File: config.mk
export PLATFORM = sky130hd
export DESIGN_NAME = fifo_sc_flat
export DESIGN_NICKNAME = d
export VERILOG_FILES = /design/src/rtl/fifo_sc_if.sv /design/src/rtl/fifo_sc.sv /design/src/flat_wrapper.sv
export SDC_FILE = /design/constraint.sdc
export NUM_CORES = 1
export LEC_CHECK = 0
export ABC_AREA = 1
export ABC_CLOCK_PERIOD_IN_PS = 1800
export CORE_MARGIN = 3
export CORE_UTILIZATION = 60
export CTS_CLUSTER_DIAMETER = 50
export DETAILED_ROUTE_END_ITERATION = 8
export GPL_ROUTABILITY_DRIVEN = 1
export HOLD_SLACK_MARGIN = 0.15
export PLACE_DENSITY = 0.76
export REMOVE_ABC_BUFFERS = 1
export SKIP_LAST_GASP = 1
export SLEW_MARGIN = 40
export SYNTH_ARGS = -nofsm -noshare
export SYNTH_HDL_FRONTEND = slang
export SYNTH_SLANG_ARGS = --single-unit
File: constraint.sdc
create_clock -name clk -period 1.8 [get_ports clk]
set_input_delay 0.36 -clock clk [delete_from_list [all_inputs] [get_ports clk]]
set_output_delay 0.36 -clock clk [all_outputs]
set_load 0.02 [all_outputs]
File: src/rtl/fifo_sc_if.sv
// Producer/consumer-facing signal bundle of the single-clock FIFO.
// The FIFO takes the slave modport; the surrounding stages drive the master side.
interface fifo_sc_if #(
   parameter int W_DATA  = 8,
   parameter int W_DEPTH = 16
);
   localparam int W_ADDR = $clog2(W_DEPTH);

   logic              push;
   logic [W_DATA-1:0] data_in;
   logic              pop;
   logic [W_DATA-1:0] data_out;
   logic              full;
   logic              empty;
   logic              almost_full;
   logic              almost_empty;
   logic [W_ADDR:0]   count;
   logic              overflow;
   logic              underflow;

   modport master (
      output push, data_in, pop,
      input  data_out, full, empty, almost_full, almost_empty, count, overflow, underflow
   );

   modport slave (
      input  push, data_in, pop,
      output data_out, full, empty, almost_full, almost_empty, count, overflow, underflow
   );
endinterface

File: src/rtl/fifo_sc.sv
// Single-clock synchronous FIFO with occupancy count, threshold flags and overflow/underflow pulses.
// Define FIFO_SC_FWFT_EN for first-word-fall-through reads; otherwise data_out is registered (1-cycle latency).
module fifo_sc #(
   parameter int W_DATA   = 8,
   parameter int W_DEPTH  = 16,
   parameter int AF_LEVEL = 12,
   parameter int AE_LEVEL = 4
) (
   input logic      clk,
   input logic      rst,
   fifo_sc_if.slave bus
);
   localparam int W_ADDR = $clog2(W_DEPTH);

   localparam logic [W_ADDR:0] C_ONE   = 1;
   localparam logic [W_ADDR:0] C_DEPTH = W_DEPTH[W_ADDR:0];
   localparam logic [W_ADDR:0] C_AF    = AF_LEVEL[W_ADDR:0];
   localparam logic [W_ADDR:0] C_AE    = AE_LEVEL[W_ADDR:0];

   logic [W_DATA-1:0] r_ram [W_DEPTH];
   logic [W_ADDR:0]   r_wr_ptr;
   logic [W_ADDR:0]   r_rd_ptr;
   logic [W_ADDR:0]   r_count;
   logic              r_full;
   logic              r_empty;
   logic              r_almost_full;
   logic              r_almost_empty;
   logic              r_overflow;
   logic              r_underflow;

   logic              w_push_ok;
   logic              w_pop_ok;
   logic [W_ADDR:0]   w_count_nxt;

   // A push at full is still taken when a pop frees a slot in the same cycle.
   always_comb begin
      // NOTE: every always_comb output gets a default first so no path can infer a latch.
      w_push_ok   = bus.push && (!r_full || bus.pop);
      w_pop_ok    = bus.pop && !r_empty;
      w_count_nxt = r_count;
      if (w_push_ok && !w_pop_ok) begin
         w_count_nxt = r_count + C_ONE;
      end else if (w_pop_ok && !w_push_ok) begin
         w_count_nxt = r_count - C_ONE;
      end
   end

   always_ff @(posedge clk) begin
      // NOTE: sequential state uses non-blocking assignments so every flop samples pre-edge values.
      if (rst) begin
         r_wr_ptr       <= '0;
         r_rd_ptr       <= '0;
         r_count        <= '0;
         r_full         <= 1'b0;
         r_empty        <= 1'b1;
         r_almost_full  <= 1'b0;
         r_almost_empty <= 1'b1;
         r_overflow     <= 1'b0;
         r_underflow    <= 1'b0;
      end else begin
         if (w_push_ok) begin
            r_wr_ptr <= r_wr_ptr + C_ONE;
         end
         if (w_pop_ok) begin
            r_rd_ptr <= r_rd_ptr + C_ONE;
         end
         // Flags come from the next-state count so they are exact right after the edge.
         r_count        <= w_count_nxt;
         r_full         <= (w_count_nxt == C_DEPTH);
         r_empty        <= (w_count_nxt == '0);
         r_almost_full  <= (w_count_nxt >= C_AF);
         r_almost_empty <= (w_count_nxt <= C_AE);
         r_overflow     <= bus.push && !w_push_ok;
         r_underflow    <= bus.pop && !w_pop_ok;
      end
   end

   // NOTE: the storage array has no reset; emptiness is tracked by the pointers and count alone.
   always_ff @(posedge clk) begin
      if (!rst && w_push_ok) begin
         r_ram[r_wr_ptr[W_ADDR-1:0]] <= bus.data_in;
      end
   end

`ifdef FIFO_SC_FWFT_EN
   assign bus.data_out = r_ram[r_rd_ptr[W_ADDR-1:0]];
`else
   logic [W_DATA-1:0] r_data_out;

   always_ff @(posedge clk) begin
      if (rst) begin
         r_data_out <= '0;
      end else if (w_pop_ok) begin
         r_data_out <= r_ram[r_rd_ptr[W_ADDR-1:0]];
      end
   end

   assign bus.data_out = r_data_out;
`endif

   assign bus.full         = r_full;
   assign bus.empty        = r_empty;
   assign bus.almost_full  = r_almost_full;
   assign bus.almost_empty = r_almost_empty;
   assign bus.count        = r_count;
   assign bus.overflow     = r_overflow;
   assign bus.underflow    = r_underflow;
endmodule

File: src/flat_wrapper.sv
// flat-port wrapper written by rule: the top's interface ports become plain ports
module fifo_sc_flat 
#(
   parameter int W_DATA   = 8,
   parameter int W_DEPTH  = 16,
   parameter int AF_LEVEL = 12,
   parameter int AE_LEVEL = 4
)
  (clk, rst, bus_push, bus_data_in, bus_pop, bus_data_out, bus_full, bus_empty, bus_almost_full, bus_almost_empty, bus_count, bus_overflow, bus_underflow);
  fifo_sc_if #(.W_DATA(W_DATA), .W_DEPTH(W_DEPTH)) bus_i ();
  input logic clk;
  input logic rst;
  input wire logic [$bits(bus_i.push)-1:0] bus_push;
  input wire logic [$bits(bus_i.data_in)-1:0] bus_data_in;
  input wire logic [$bits(bus_i.pop)-1:0] bus_pop;
  output wire logic [$bits(bus_i.data_out)-1:0] bus_data_out;
  output wire logic [$bits(bus_i.full)-1:0] bus_full;
  output wire logic [$bits(bus_i.empty)-1:0] bus_empty;
  output wire logic [$bits(bus_i.almost_full)-1:0] bus_almost_full;
  output wire logic [$bits(bus_i.almost_empty)-1:0] bus_almost_empty;
  output wire logic [$bits(bus_i.count)-1:0] bus_count;
  output wire logic [$bits(bus_i.overflow)-1:0] bus_overflow;
  output wire logic [$bits(bus_i.underflow)-1:0] bus_underflow;
  assign bus_i.push = bus_push;
  assign bus_i.data_in = bus_data_in;
  assign bus_i.pop = bus_pop;
  assign bus_data_out = bus_i.data_out;
  assign bus_full = bus_i.full;
  assign bus_empty = bus_i.empty;
  assign bus_almost_full = bus_i.almost_full;
  assign bus_almost_empty = bus_i.almost_empty;
  assign bus_count = bus_i.count;
  assign bus_overflow = bus_i.overflow;
  assign bus_underflow = bus_i.underflow;
  fifo_sc #(.W_DATA(W_DATA), .W_DEPTH(W_DEPTH), .AF_LEVEL(AF_LEVEL), .AE_LEVEL(AE_LEVEL)) u_core (.clk(clk), .rst(rst), .bus(bus_i));
endmodule
==> qor.log, run 1 <==
qor: cts.clock_latency 0.53 ns
qor: drt.via_per_inst 5.89
qor: synth.post_synth_main_area_contributors sky130_fd_sc_hd__edfxtp_1, sky130_fd_sc_hd__nand2_1, sky130_fd_sc_hd__dfxtp_1, sky130_fd_sc_hd__nand3_1, sky130_fd_sc_hd__nor2_1
qor: synth.synthesis.yosys.warnings 0
qor: hold_path.hp-class reg2reg
qor: synth.post_synth_most_frequent_cells sky130_fd_sc_hd__nand2_1, sky130_fd_sc_hd__edfxtp_1, sky130_fd_sc_hd__nand3_1
qor: cts.tritoncts_buffer_count 17
qor: pwr.comb_power_share 11.5%
qor: synth.post-synth-top-area-fraction 59.1%
qor: critical_path.critical_path.max_fanout 8
qor: outcome.run_status finished, final reports clean
qor: drt.initialDrtViolationCount 718
qor: finish.finalNonFillerCells 847
qor: placed_design.place_congestion 0.943
qor: drt.ant_nets 0
qor: timing.timing.slew.headroom 69.7%
qor: cts.path_clk_slew 0.06 ns
qor: global_routing.grt_pass1_vias 4,880
qor: cts.ctsHoldBuffers 0
qor: finish.finish.net_count 717
qor: job.drv_cap 0
qor: synth.synth_cell_type_count 27
qor: finish.synthToLayoutAreaGrowth 18.7%
qor: synth.synth_most_common_cell sky130_fd_sc_hd__nand2_1
qor: timing.worst_pin_slew 0.455 ns
qor: timing.fin_crit 1.71 ns
qor: floorplanning.die_w 110 um
qor: placed_design.post-dp-hpwl 10,100 um
qor: timing.fmax 583 MHz
qor: synth.synth-async-reset-ratio 0%
qor: pwr.max-vdd-ir-drop 0.692 mV
qor: floorplanning.chipHeight 110 um
qor: drt.num_vias 4,989
qor: pwr.net_switching 2.11 mW
qor: synth.synth_top_area_cell sky130_fd_sc_hd__edfxtp_1
qor: pwr.clock_power_share 40.5%
qor: synth.postSynth.topFlopCell sky130_fd_sc_hd__edfxtp_1
qor: global_routing.global_route_wire_length_before_repair 25,300 um
qor: timing.setup_viol 0
qor: pwr.report.power.total 8.36 mW
qor: global_routing.grt_antenna_before_repair 0
qor: pwr.power.density 1080 nW/um^2
qor: timing.post-route-period-util 95.3%
qor: floorplanning.ioPinCount 31
qor: cts.tritoncts_sink_count 155
qor: pwr.pwr-share-seq 48.1%
qor: synth.syn_area 6500 sq um
qor: cts.postCtsSetupRepairBufs 0
qor: floorplanning.floorplan.initialDensity 62.4%
qor: drt.average_wire_length_per_cell_after_detail_routing 19.4 um
qor: finish.num_antenna_cells 0
qor: placed_design.portBuffers 30
qor: global_routing.overflow 0
qor: timing.final_max_slew_viols 0
qor: global_routing.grt_start_max_net_pins 67
qor: cts.cts_tree done
qor: floorplanning.core-area 10,400 sq um
qor: synth.yosys_register_bits 155
qor: timing.setup_repair_after_global_routing_missed_its_margin true
qor: critical_path.end_kind flip-flop
qor: finish.post_route_cells_drive_above_1_share 13.5%
qor: synth.post_synth_inst_count 632
qor: drt.drc_errors 0
qor: floorplanning.std_cell_rows 37
qor: critical_path.worstSetupStartpointType flip-flop
qor: cts.post_cts_resize_count 19
qor: cts.clk_root_buffer_cell sky130_fd_sc_hd__clkbuf_8
qor: placed_design.placedCellCount 815
qor: synth.synth_area_per_cell 10.3 sq um
qor: synth.synth_sequential_area_ratio 67.4%
qor: drt.finalWirelength 16,500 um
qor: floorplanning.die-area 12,100 sq um
qor: pwr.leakagePower 3.13 nW
qor: global_routing.globalRouteTotalUtil 28.9%
qor: drt.firstDrtPassIters 8
qor: critical_path.critPathKind reg2reg
qor: timing.worst_clock_skew 0.00788 ns
qor: critical_path.critical_path_required 2.04 ns
qor: timing.timing.final.hold_violations 0
qor: pwr.power.share.switching 25.2%
qor: pwr.intPower 6.25 mW
qor: timing.hold-worst-slack 0.500 ns
qor: cts.cts-root-to-sink-buffers 2
qor: synth.edff_count_synth 128
qor: cts.cts_htree_levels 4
qor: critical_path.arrival_time_reported_for_the_critical_path_endpoint 1.96 ns
[routing by layer]
layer | track usage (%) | part of all wire, % | vias up
li1 | - | - | 2243
met1 | 35.6 | 37 | 2367
met2 | 48.1 | 50 | 305
met3 | 6.87 | 9.4 | 74
met4 | 14.4 | 4.0 | 0
met5 | 0 | 0 | -
[cells by family (layout without fill, tap and decap cells)]
kind of cell	Yosys count	count (layout)	synth area share, %
and+or+nand+nor	391	391	25.0
DFF	155	155	67.4
buffers and inverters	58	137	4.25
AOI/OAI and AO/OA	19	19	1.73
adders and majority gates	7	7	1.35
xor gates and xnor gates	2	2	0.269
[worst max-delay path: stages (launching register included)]
cell and delay (ns):
sky130_fd_sc_hd__dfxtp_1 0.35, sky130_fd_sc_hd__nand2_1 0.10, sky130_fd_sc_hd__nand2_1 0.08, sky130_fd_sc_hd__nor2_1 0.21, sky130_fd_sc_hd__nand2_1 0.27, sky130_fd_sc_hd__nor2_1 0.21
sky130_fd_sc_hd__buf_4 0.20
[power groups by stage]
stage,Sequential [mW],Clock [mW],Combinational [mW]
after floorplan,4.17,0,0.442
after global placement,4.09,0,0.937
after detailed placement,4.09,0,0.961
after CTS,4.02,3.40,0.946
after global routing,4.02,3.56,1.05
final,4.02,3.38,0.958
[state kept, by name (all words and copies together) (netlist names)]
| signal | flops |
|---|---|
| u_core.r_wr_ptr | 4 |
| u_core.r_ram | 128 |
| u_core.bus.empty | 1 |
| u_core.bus.underflow | 1 |
| u_core.r_rd_ptr | 4 |
| u_core.bus.count | 5 |
| u_core.bus.overflow | 1 |
| u_core.bus.data_out | 8 |
| u_core.bus.almost_empty | 1 |
| u_core.bus.almost_full | 1 |
| u_core.bus.full | 1 |
[metrics by stage]
stage	cell area, sq um	setup slack, ns	setup TNS, ns	utilization, %
finish	7720	0.0853	0	74.1
detailed placement	7170	-0.380	-41.81	68.9
global placement	7170	-0.306	-36.35	68.9
global route	7720	-0.000226	-0.000226	74.1
CTS	7720	0.0186	0	74.1
floorplan	6340	-0.965	-9.54	-
[final timing paths]
path / start / depth (start not counted) / slack [ns] / endpoint
min reg2reg: u_core.bus.empty / 2 / 0.50 / u_core.bus.underflow
max: u_core.bus.full / 6 / 0.09 / u_core.r_ram[15][7]
min: u_core.bus.empty / 2 / 0.50 / u_core.bus.underflow
max reg2reg: u_core.bus.full / 6 / 0.09 / u_core.r_ram[15][7]
[layout by cell type (no fill, tap or decap), types with 5 or more instances in the layout]
master	n
sky130_fd_sc_hd__nand2_1	241
sky130_fd_sc_hd__edfxtp_1	128
sky130_fd_sc_hd__nand3_1	90
sky130_fd_sc_hd__nor2_1	44
sky130_fd_sc_hd__buf_4	43
sky130_fd_sc_hd__dfxtp_1	25
sky130_fd_sc_hd__inv_1	20
sky130_fd_sc_hd__dlygate4sd2_1	19
sky130_fd_sc_hd__clkbuf_16	16
sky130_fd_sc_hd__clkdlybuf4s50_1	11
sky130_fd_sc_hd__a21oi_1	10
sky130_fd_sc_hd__inv_2	7
sky130_fd_sc_hd__ha_1	7
sky130_fd_sc_hd__nor2_2	5
sky130_fd_sc_hd__nor3_1	5
sky130_fd_sc_hd__clkinv_4	5
[layout make-up]
| cell class | instances | area (sq um) |
|---|---|---|
| Sequential cell | 155 | 4390 |
| Fill cell | 676 | 2700 |
| Multi-Input combinational cell | 419 | 1840 |
| Timing Repair Buffer | 75 | 639 |
| Clock buffer | 18 | 418 |
| Tap cell | 136 | 170 |
| Clock inverter | 14 | 149 |
| Inverter | 30 | 115 |
Note: power is estimated with default switching activity, not from simulation.
==> run 2: changes to the inputs <==
--- a/config.mk
+++ b/config.mk
@@ -5,18 +5,17 @@
 export SDC_FILE = /design/constraint.sdc
 export NUM_CORES = 1
 export LEC_CHECK = 0
-export ABC_AREA = 1
 export ABC_CLOCK_PERIOD_IN_PS = 1800
 export CORE_MARGIN = 3
-export CORE_UTILIZATION = 60
+export CORE_UTILIZATION = 59
 export CTS_CLUSTER_DIAMETER = 50
 export DETAILED_ROUTE_END_ITERATION = 8
 export GPL_ROUTABILITY_DRIVEN = 1
 export HOLD_SLACK_MARGIN = 0.15
-export PLACE_DENSITY = 0.76
+export PLACE_DENSITY = 0.75
 export REMOVE_ABC_BUFFERS = 1
 export SKIP_LAST_GASP = 1
-export SLEW_MARGIN = 40
+export SLEW_MARGIN = 5
 export SYNTH_ARGS = -nofsm -noshare
 export SYNTH_HDL_FRONTEND = slang
 export SYNTH_SLANG_ARGS = --single-unit
==> run 2 against run 1 <==
Net effect: power rose by 11%; final area is 0.63% lower; first-iteration DRC count decreased by 71%; sequential share of layout area grew 0.41 points; hold slack got worse by 0.015 ns; sequential power is 2% higher; clock skew fell by 0.0016 ns; fmax is 1.2% lower; highest routed layer unchanged.
==> qor.log, run 2 <==
qor: synth.edff_count_synth 128 [unchanged]
qor: global_routing.grt_pass1_vias 3,678 [was 4,880]
qor: finish.layout_common_cells sky130_fd_sc_hd__edfxtp_1, sky130_fd_sc_hd__buf_4, sky130_fd_sc_hd__mux4_2 [was sky130_fd_sc_hd__nand2_1, sky130_fd_sc_hd__edfxtp_1, sky130_fd_sc_hd__nand3_1]
qor: global_routing.grt_antenna_before_repair 0 [unchanged]
qor: finish.finish.net_count 473 [was 717]
qor: drt.drc_errors 0 [unchanged]
qor: critical_path.arrival_time_reported_for_the_critical_path_endpoint 2.16 ns [was 1.96 ns]
qor: critical_path.critical_path.max_fanout 4 [was 8]
qor: outcome.run_status finished, final reports clean [unchanged]
qor: floorplanning.die_w 108 um [was 110 um]
qor: hold_path.hp-class in2reg [was reg2reg]
qor: finish.final_cell_area 7670 sq um [was 7720 sq um]
qor: synth.synth_cell_type_count 42 [was 27]
qor: timing.fin_crit 1.74 ns [was 1.71 ns]
qor: placed_design.detailed_place.area 6980 sq um [was 7170 sq um]
qor: synth.synth-async-reset-ratio 0% [unchanged]
qor: global_routing.overflow 0 [unchanged]
qor: timing.post-route-period-util 96.4% [was 95.3%]
qor: cts.tritoncts_buffer_count 17 [unchanged]
qor: finish.mostFrequentLayoutCell sky130_fd_sc_hd__edfxtp_1 [was sky130_fd_sc_hd__nand2_1]
qor: finish.synthToLayoutAreaGrowth 24.0% [was 18.7%]
qor: critical_path.critical_path_required 2.22 ns [was 2.04 ns]
qor: hold_path.min_from bus_pop [was u_core.bus.empty]
qor: floorplanning.core-area 10000 sq um [was 10,400 sq um]
qor: synth.post_synth_most_frequent_cells sky130_fd_sc_hd__edfxtp_1, sky130_fd_sc_hd__nor2_1, sky130_fd_sc_hd__mux4_2 [was sky130_fd_sc_hd__nand2_1, sky130_fd_sc_hd__edfxtp_1, sky130_fd_sc_hd__nand3_1]
qor: floorplanning.ioPinCount 31 [unchanged]
qor: synth.syn_area 6190 sq um [was 6500 sq um]
qor: cts.tritoncts_sink_count 155 [unchanged]
qor: timing.fmax 576 MHz [was 583 MHz]
qor: drt.initialDrtViolationCount 211 [was 718]
qor: placed_design.placedCellCount 559 [was 815]
qor: drt.ant_nets 0 [unchanged]
qor: timing.worst_clock_skew 0.00627 ns [was 0.00788 ns]
qor: pwr.leakagePower 2.76 nW [was 3.13 nW]
qor: synth.post-synth-top-area-fraction 62.1% [was 59.1%]
qor: finish.finalNonFillerCells 600 [was 847]
qor: critical_path.worstSetupStartpointType flip-flop [unchanged]
qor: global_routing.global_route_wire_length_before_repair 19,700 um [was 25,300 um]
qor: cts.clock_latency 0.52 ns [was 0.53 ns]
qor: drt.num_vias 3,545 [was 4,989]
qor: synth.synth_most_common_cell sky130_fd_sc_hd__edfxtp_1 [was sky130_fd_sc_hd__nand2_1]
qor: global_routing.grt_start_max_net_pins 24 [was 67]
qor: critical_path.rr_worst_depth 9 [was 6]
qor: placed_design.portBuffers 30 [unchanged]
qor: timing.setup_repair_after_global_routing_missed_its_margin true [unchanged]
qor: placed_design.place_congestion 0.865 [was 0.943]
qor: synth.synth_sequential_area_ratio 70.8% [was 67.4%]
qor: floorplanning.chipHeight 108 um [was 110 um]
qor: floorplanning.std_cell_rows 36 [was 37]
qor: critical_path.critPathKind reg2reg [unchanged]
qor: finish.num_antenna_cells 0 [unchanged]
qor: synth.post_synth_main_area_contributors sky130_fd_sc_hd__edfxtp_1, sky130_fd_sc_hd__mux4_2, sky130_fd_sc_hd__dfxtp_1, sky130_fd_sc_hd__nor2_1, sky130_fd_sc_hd__mux2i_1 [was sky130_fd_sc_hd__edfxtp_1, sky130_fd_sc_hd__nand2_1, sky130_fd_sc_hd__dfxtp_1, sky130_fd_sc_hd__nand3_1, sky130_fd_sc_hd__nor2_1]
qor: cts.cts_tree done [unchanged]
qor: placed_design.post-dp-hpwl 8030 um [was 10,100 um]
qor: hold_path.hold_path_depth 4 [was 2]
qor: timing.timing.slew.headroom 56.4% [was 69.7%]
qor: timing.final_max_slew_viols 0 [unchanged]
qor: critical_path.r2r_end u_core.bus.full [was u_core.r_ram[15][7]]
qor: cts.clk_root_buffer_cell sky130_fd_sc_hd__clkbuf_8 [unchanged]
qor: critical_path.critical_path.reg2reg.startpoint u_core.bus.count[1] [was u_core.bus.full]
qor: pwr.max-vdd-ir-drop 0.762 mV [was 0.692 mV]
qor: critical_path.end_kind flip-flop [unchanged]
qor: floorplanning.die-area 11,800 sq um [was 12,100 sq um]
qor: synth.synth_area_per_cell 17.1 sq um [was 10.3 sq um]
qor: timing.worst_slack 0.0642 ns [was 0.0853 ns]
qor: global_routing.globalRouteTotalUtil 23.5% [was 28.9%]
qor: pwr.report.power.total 9.32 mW [was 8.36 mW]
qor: timing.setup_viol 0 [unchanged]
qor: cts.cts_htree_levels 4 [unchanged]
qor: timing.worst_pin_slew 0.652 ns [was 0.455 ns]
qor: pwr.power.density 1210 nW/um^2 [was 1080 nW/um^2]
qor: drt.finalWirelength 12,700 um [was 16,500 um]
qor: finish.largest_register_ffs 128 [unchanged]
qor: placed_design.place_ws -0.513 ns [was -0.380 ns]
qor: cts.path_clk_slew 0.06 ns [about the same]
qor: drt.firstDrtPassIters 5 [was 8]
qor: hold_path.hold_path_end u_core.bus.overflow [was u_core.bus.underflow]
qor: job.drv_cap 0 [unchanged]
qor: timing.final.setup.tns 0 ns [unchanged]
qor: cts.cts-root-to-sink-buffers 2 [unchanged]
qor: synth.post_synth_inst_count 361 [was 632]
qor: synth.synth_top_area_cell sky130_fd_sc_hd__edfxtp_1 [unchanged]
qor: timing.timing.final.hold_violations 0 [unchanged]
qor: synth.synthesis.yosys.warnings 0 [unchanged]
qor: drt.average_wire_length_per_cell_after_detail_routing 21.1 um [was 19.4 um]
qor: drt.via_per_inst 5.91 [was 5.89]
qor: critical_path.reg_to_reg_slack_setup 0.06 ns [was 0.09 ns]
qor: synth.postSynth.topFlopCell sky130_fd_sc_hd__edfxtp_1 [unchanged]
qor: floorplanning.floorplan.initialDensity 61.9% [was 62.4%]
qor: synth.yosys_register_bits 155 [unchanged]
qor: finish.post_route_cells_drive_above_1_share 30.2% [was 13.5%]
run 2: cell count changes in the layout (fill, tap and decap cells not counted), sizes merged, moves of 6 or more:
cell    change
mux4       +32
clkinv      -6
clkbuf      +6
nand3      -72
inv        -20
buf        +16
nand2     -227
nor2b       +6
a22oi       +8
nor2       -16
a21oi       -9
mux2i      +11
run 2: through the flow:
| stage | hold WS (ns) | utilization, % |
|---|---|---|
| after floorplan | 0.429 | - |
| after global placement | 0.473 | 69.8 |
| after detailed placement | 0.487 | 69.8 |
| after CTS | 0.499 | 75.7 |
| after global routing | 0.492 | 76.7 |
| final | 0.486 | 76.7 |
run 2: worst max path at each step:
stage / cells past startpoint / endpoint / slack (ns) / start
2_1_floorplan: 5 / u_core.bus.data_out[3] / -0.92 / u_core.r_rd_ptr[0]
3_3_place_gp: 7 / u_core.r_ram[9][5] / -0.51 / bus_pop
3_5_place_dp: 7 / u_core.r_ram[9][5] / -0.51 / bus_pop
4_1_cts: 6 / u_core.bus.data_out[4] / -0.009 / u_core.r_rd_ptr[0]
5_1_grt: 9 / u_core.bus.full / -0.03 / u_core.bus.count[1]
6_report: 9 / u_core.bus.full / 0.06 / u_core.bus.count[1]
run 2: layer usage:
metal  wire length [um]  vias up  track usage (%)
li1                   -     1581                -
met1               5110     1812             30.0
met2               6520      135             38.2
met3                883       17             7.70
met4                157        0             7.84
met5                  0        -                0
run 2: power breakdown:
part	total, mW	leakage (nW)	switching [mW]	internal (mW)
clock network	3.40	0.278	1.32	2.08
registers	4.11	1.37	0.0852	4.02
logic	1.81	1.10	0.863	0.947
run 2: final cells by class:
class	instances	area [sq um]
Multi-Input combinational cell	181	1710
Timing Repair Buffer	91	811
Sequential cell	155	4390
Clock inverter	8	93.8
Inverter	8	30.0
Tap cell	133	166
Clock buffer	24	472
Fill cell	589	2330
run 2: repair_timing:
action,4_1_cts,5_1_grt
pin swaps,2,6
hold buffers,0,0
buffers inserted,1,8
setup endpoints to repair,45,117
gates resized for setup,26,18
run 2: kinds of logic after synthesis:
family / count (synthesis) / synth area share, %
adder cells (fa/ha/maj): 7 / 1.42
buffers and inverters: 25 / 2.30
flip-flops: 155 / 70.8
multiplexers: 43 / 13.6
XOR/XNOR: 8 / 1.13
AO/OA/AOI/OAI: 27 / 3.21
AND/OR/NAND/NOR: 96 / 7.48
run 2: critical path, cell delays in order, from the launching register on:
cell and delay [ns]:
sky130_fd_sc_hd__dfxtp_2 0.34, sky130_fd_sc_hd__inv_2 0.05, sky130_fd_sc_hd__ha_4 0.14, sky130_fd_sc_hd__and4bb_1 0.21
sky130_fd_sc_hd__nor3b_2 0.16, sky130_fd_sc_hd__a31oi_1 0.18, sky130_fd_sc_hd__mux2i_1 0.21, sky130_fd_sc_hd__buf_4 0.15
sky130_fd_sc_hd__inv_2 0.04, sky130_fd_sc_hd__and4_1 0.17
==> run 3: changes to the inputs <==
--- a/config.mk
+++ b/config.mk
@@ -13,7 +13,6 @@
 export GPL_ROUTABILITY_DRIVEN = 1
 export HOLD_SLACK_MARGIN = 0.15
 export PLACE_DENSITY = 0.75
-export REMOVE_ABC_BUFFERS = 1
 export SKIP_LAST_GASP = 1
 export SLEW_MARGIN = 5
 export SYNTH_ARGS = -nofsm -noshare
==> run 3 against run 2 <==
Net effect: count of clock-buffer cells in the layout decreased by 2; global-route usage is 0.19 points higher; via count decreased by 0.65%; non-clock buffer count shrank 14; clock skew down 0.00073 ns; die area did not move; hold slack better by 0.0091 ns; register-to-register slack worse by 0.04 ns; critical path type unchanged; critical endpoint unchanged; highest routed layer unchanged.
==> qor.log, run 3 (synthesized netlist as in run 2, its figures left out) <==
qor: drt.ant_nets 0 [unchanged]
qor: floorplanning.chipHeight 108 um [unchanged]
qor: cts.tritoncts_buffer_count 17 [unchanged]
qor: global_routing.global_route.usage.met1 29.6% [was 30.0%]
qor: hold_path.hold_path_end u_core.bus.data_out[3] [was u_core.bus.overflow]
qor: critical_path.end_kind flip-flop [unchanged]
qor: cts.path_clk_slew 0.06 ns [about the same]
qor: finish.finish.utilization 77.1% [was 76.7%]
qor: global_routing.grt_util_met2 39.4% [was 38.2%]
qor: finish.mostFrequentLayoutCell sky130_fd_sc_hd__edfxtp_1 [unchanged]
qor: critical_path.r2r_end u_core.bus.full [unchanged]
qor: cts.tritoncts_sink_count 155 [unchanged]
qor: placed_design.portBuffers 30 [unchanged]
qor: finish.synthToLayoutAreaGrowth 24.5% [was 24.0%]
qor: drt.average_wire_length_per_cell_after_detail_routing 21.8 um [was 21.1 um]
qor: drt.via_per_inst 6.01 [was 5.91]
qor: hold_path.hold_path_depth 2 [was 4]
qor: pwr.max-vdd-ir-drop 0.944 mV [was 0.762 mV]
qor: drt.finalWirelength 12,800 um [was 12,700 um]
qor: synth.synth_fp_nets 380
qor: critical_path.reg_to_reg_slack_setup 0.02 ns [was 0.06 ns]
qor: global_routing.grt_antenna_before_repair 0 [unchanged]
qor: floorplanning.core-area 10000 sq um [unchanged]
qor: pwr.pwr-share-seq 45.0% [was 44.1%]
qor: global_routing.globalRouteTotalUtil 23.7% [was 23.5%]
qor: pwr.power.share.switching 25.2% [was 24.3%]
qor: outcome.run_status finished, final reports clean [unchanged]
qor: timing.setup_viol 0 [unchanged]
qor: drt.num_vias 3,522 [was 3,545]
qor: finish.layout_common_cells sky130_fd_sc_hd__edfxtp_1, sky130_fd_sc_hd__buf_4, sky130_fd_sc_hd__mux4_2 [unchanged]
qor: job.drv_cap 0 [unchanged]
qor: timing.post-route-period-util 98.6% [was 96.4%]
qor: global_routing.grt_start_max_net_pins 29 [was 24]
qor: cts.cts_tree done [unchanged]
qor: critical_path.critical_path.reg2reg.startpoint u_core.bus.count[0] [was u_core.bus.count[1]]
qor: timing.worst_pin_slew 0.603 ns [was 0.652 ns]
qor: finish.finish.net_count 459 [was 473]
qor: drt.drc_errors 0 [unchanged]
qor: pwr.comb_power_share 18.7% [was 19.4%]
qor: critical_path.critPathKind reg2reg [unchanged]
qor: timing.timing.final.hold_violations 0 [unchanged]
qor: global_routing.grt_pass1_vias 3,507 [was 3,678]
qor: placed_design.place_ws -0.590 ns [was -0.513 ns]
qor: drt.firstDrtPassIters 5 [unchanged]
qor: timing.fin_crit 1.78 ns [was 1.74 ns]
qor: hold_path.hp-class reg2reg [was in2reg]
qor: global_routing.global_route_wire_length_before_repair 19,600 um [was 19,700 um]
qor: cts.ctsHoldBuffers 0 [unchanged]
qor: placed_design.post-dp-hpwl 8410 um [was 8030 um]
qor: critical_path.critical_path.max_fanout 4 [unchanged]
qor: pwr.leakagePower 2.74 nW [was 2.76 nW]
qor: cts.cts-root-to-sink-buffers 2 [unchanged]
qor: finish.post_route_cells_drive_above_1_share 30.9% [was 30.2%]
qor: pwr.power.density 1190 nW/um^2 [was 1210 nW/um^2]
qor: pwr.clock_power_share 36.2% [was 36.5%]
qor: hold_path.min_from u_core.bus.data_out[3] [was bus_pop]
qor: cts.clk_root_buffer_cell sky130_fd_sc_hd__clkbuf_8 [unchanged]
qor: floorplanning.die_w 108 um [unchanged]
qor: placed_design.place_congestion 0.817 [was 0.865]
qor: cts.cts_htree_levels 4 [unchanged]
qor: pwr.intPower 6.86 mW [was 7.05 mW]
qor: critical_path.critical_path_required 2.22 ns [about the same]
qor: finish.largest_register_ffs 128 [unchanged]
qor: global_routing.gr-max-usage-layer met2 [unchanged]
qor: floorplanning.ioPinCount 31 [unchanged]
qor: global_routing.overflow 0 [unchanged]
qor: floorplanning.std_cell_rows 36 [unchanged]
qor: placed_design.detailed_place.area 7040 sq um [was 6980 sq um]
qor: timing.fmax 563 MHz [was 576 MHz]
qor: timing.timing.slew.headroom 59.7% [was 56.4%]
qor: timing.final_max_slew_viols 0 [unchanged]
qor: floorplanning.die-area 11,800 sq um [unchanged]
qor: finish.num_antenna_cells 0 [unchanged]
qor: critical_path.worstSetupStartpointType flip-flop [unchanged]
qor: drt.initialDrtViolationCount 320 [was 211]
qor: floorplanning.floorplan.initialDensity 61.9% [unchanged]
qor: finish.final_cell_area 7700 sq um [was 7670 sq um]
qor: critical_path.arrival_time_reported_for_the_critical_path_endpoint 2.20 ns [was 2.16 ns]
qor: pwr.net_switching 2.31 mW [was 2.26 mW]
qor: critical_path.rr_worst_depth 8 [was 9]
qor: timing.worst_slack 0.0245 ns [was 0.0642 ns]
qor: timing.worst_clock_skew 0.00555 ns [was 0.00627 ns]
qor: timing.setup_repair_after_global_routing_missed_its_margin true [unchanged]
qor: cts.clock_latency 0.53 ns [was 0.52 ns]
qor: global_routing.use_met3 6.33% [was 7.70%]
## run 3: worst max-delay path by stage
stage	startpoint	endpoint	cells past startpoint
global route	u_core.bus.count[0]	u_core.bus.full	8
global placement	bus_pop	u_core.r_ram[7][3]	7
floorplan	bus_pop	u_core.r_ram[1][0]	6
CTS	u_core.bus.almost_empty	bus_almost_empty	1
finish	u_core.bus.count[0]	u_core.bus.full	8
detailed placement	bus_pop	u_core.r_ram[2][7]	7
## run 3: power groups by stage
| stage | Clock, mW | Combinational (mW) | Sequential, mW |
|---|---|---|---|
| finish | 3.32 | 1.72 | 4.13 |
| global route | 3.53 | 1.86 | 4.14 |
| CTS | 3.36 | 1.65 | 4.12 |
| detailed placement | 0 | 1.63 | 4.20 |
| global placement | 0 | 1.61 | 4.19 |
| floorplan | 0 | 0.919 | 4.31 |
## run 3: critical path, stage by stage, from the launching register on
cell,delay (ns)
sky130_fd_sc_hd__dfxtp_4,0.36
sky130_fd_sc_hd__inv_4,0.04
sky130_fd_sc_hd__ha_4,0.14
sky130_fd_sc_hd__and4bb_1,0.19
sky130_fd_sc_hd__nor3b_2,0.15
sky130_fd_sc_hd__a31oi_1,0.23
sky130_fd_sc_hd__mux2i_2,0.36
sky130_fd_sc_hd__inv_2,0.06
sky130_fd_sc_hd__and4_1,0.14
## run 3: timing repair
item / CTS / global route
endpoints found under the setup margin: 85 / 44
setup buffers: 0 / 2
pin swaps: 4 / 4
gates resized for setup: 29 / 17
## run 3: metal layers
layer | share of wire, % | routed length, um | vias to the layer above
met5 | 0 | 0 | -
li1 | - | - | 1567
met2 | 52 | 6650 | 147
met3 | 7.2 | 915 | 22
met4 | 2.0 | 256 | 0
met1 | 39 | 4960 | 1786
## run 3: per-stage QoR
step / hold slack [ns] / TNS, ns / total power [mW] / instances
after floorplan: 0.459 / -4.54 / 5.23 / 361
after global placement: 0.475 / -59.66 / 5.80 / 552
after detailed placement: 0.485 / -70.71 / 5.83 / 552
after CTS: 0.496 / 0 / 9.13 / 584
after global routing: 0.529 / -0.414 / 9.53 / 586
final: 0.495 / 0 / 9.16 / 586
## run 3: cell type report
class                      count  area, sq um
sequential                   155         4400
fill                         590         2290
multi-input combinational    181         1750
timing repair buffer          77          788
clock buffer                  22          495
tap                          133          166
clock inverter                10         78.8
inverter                       8         32.5
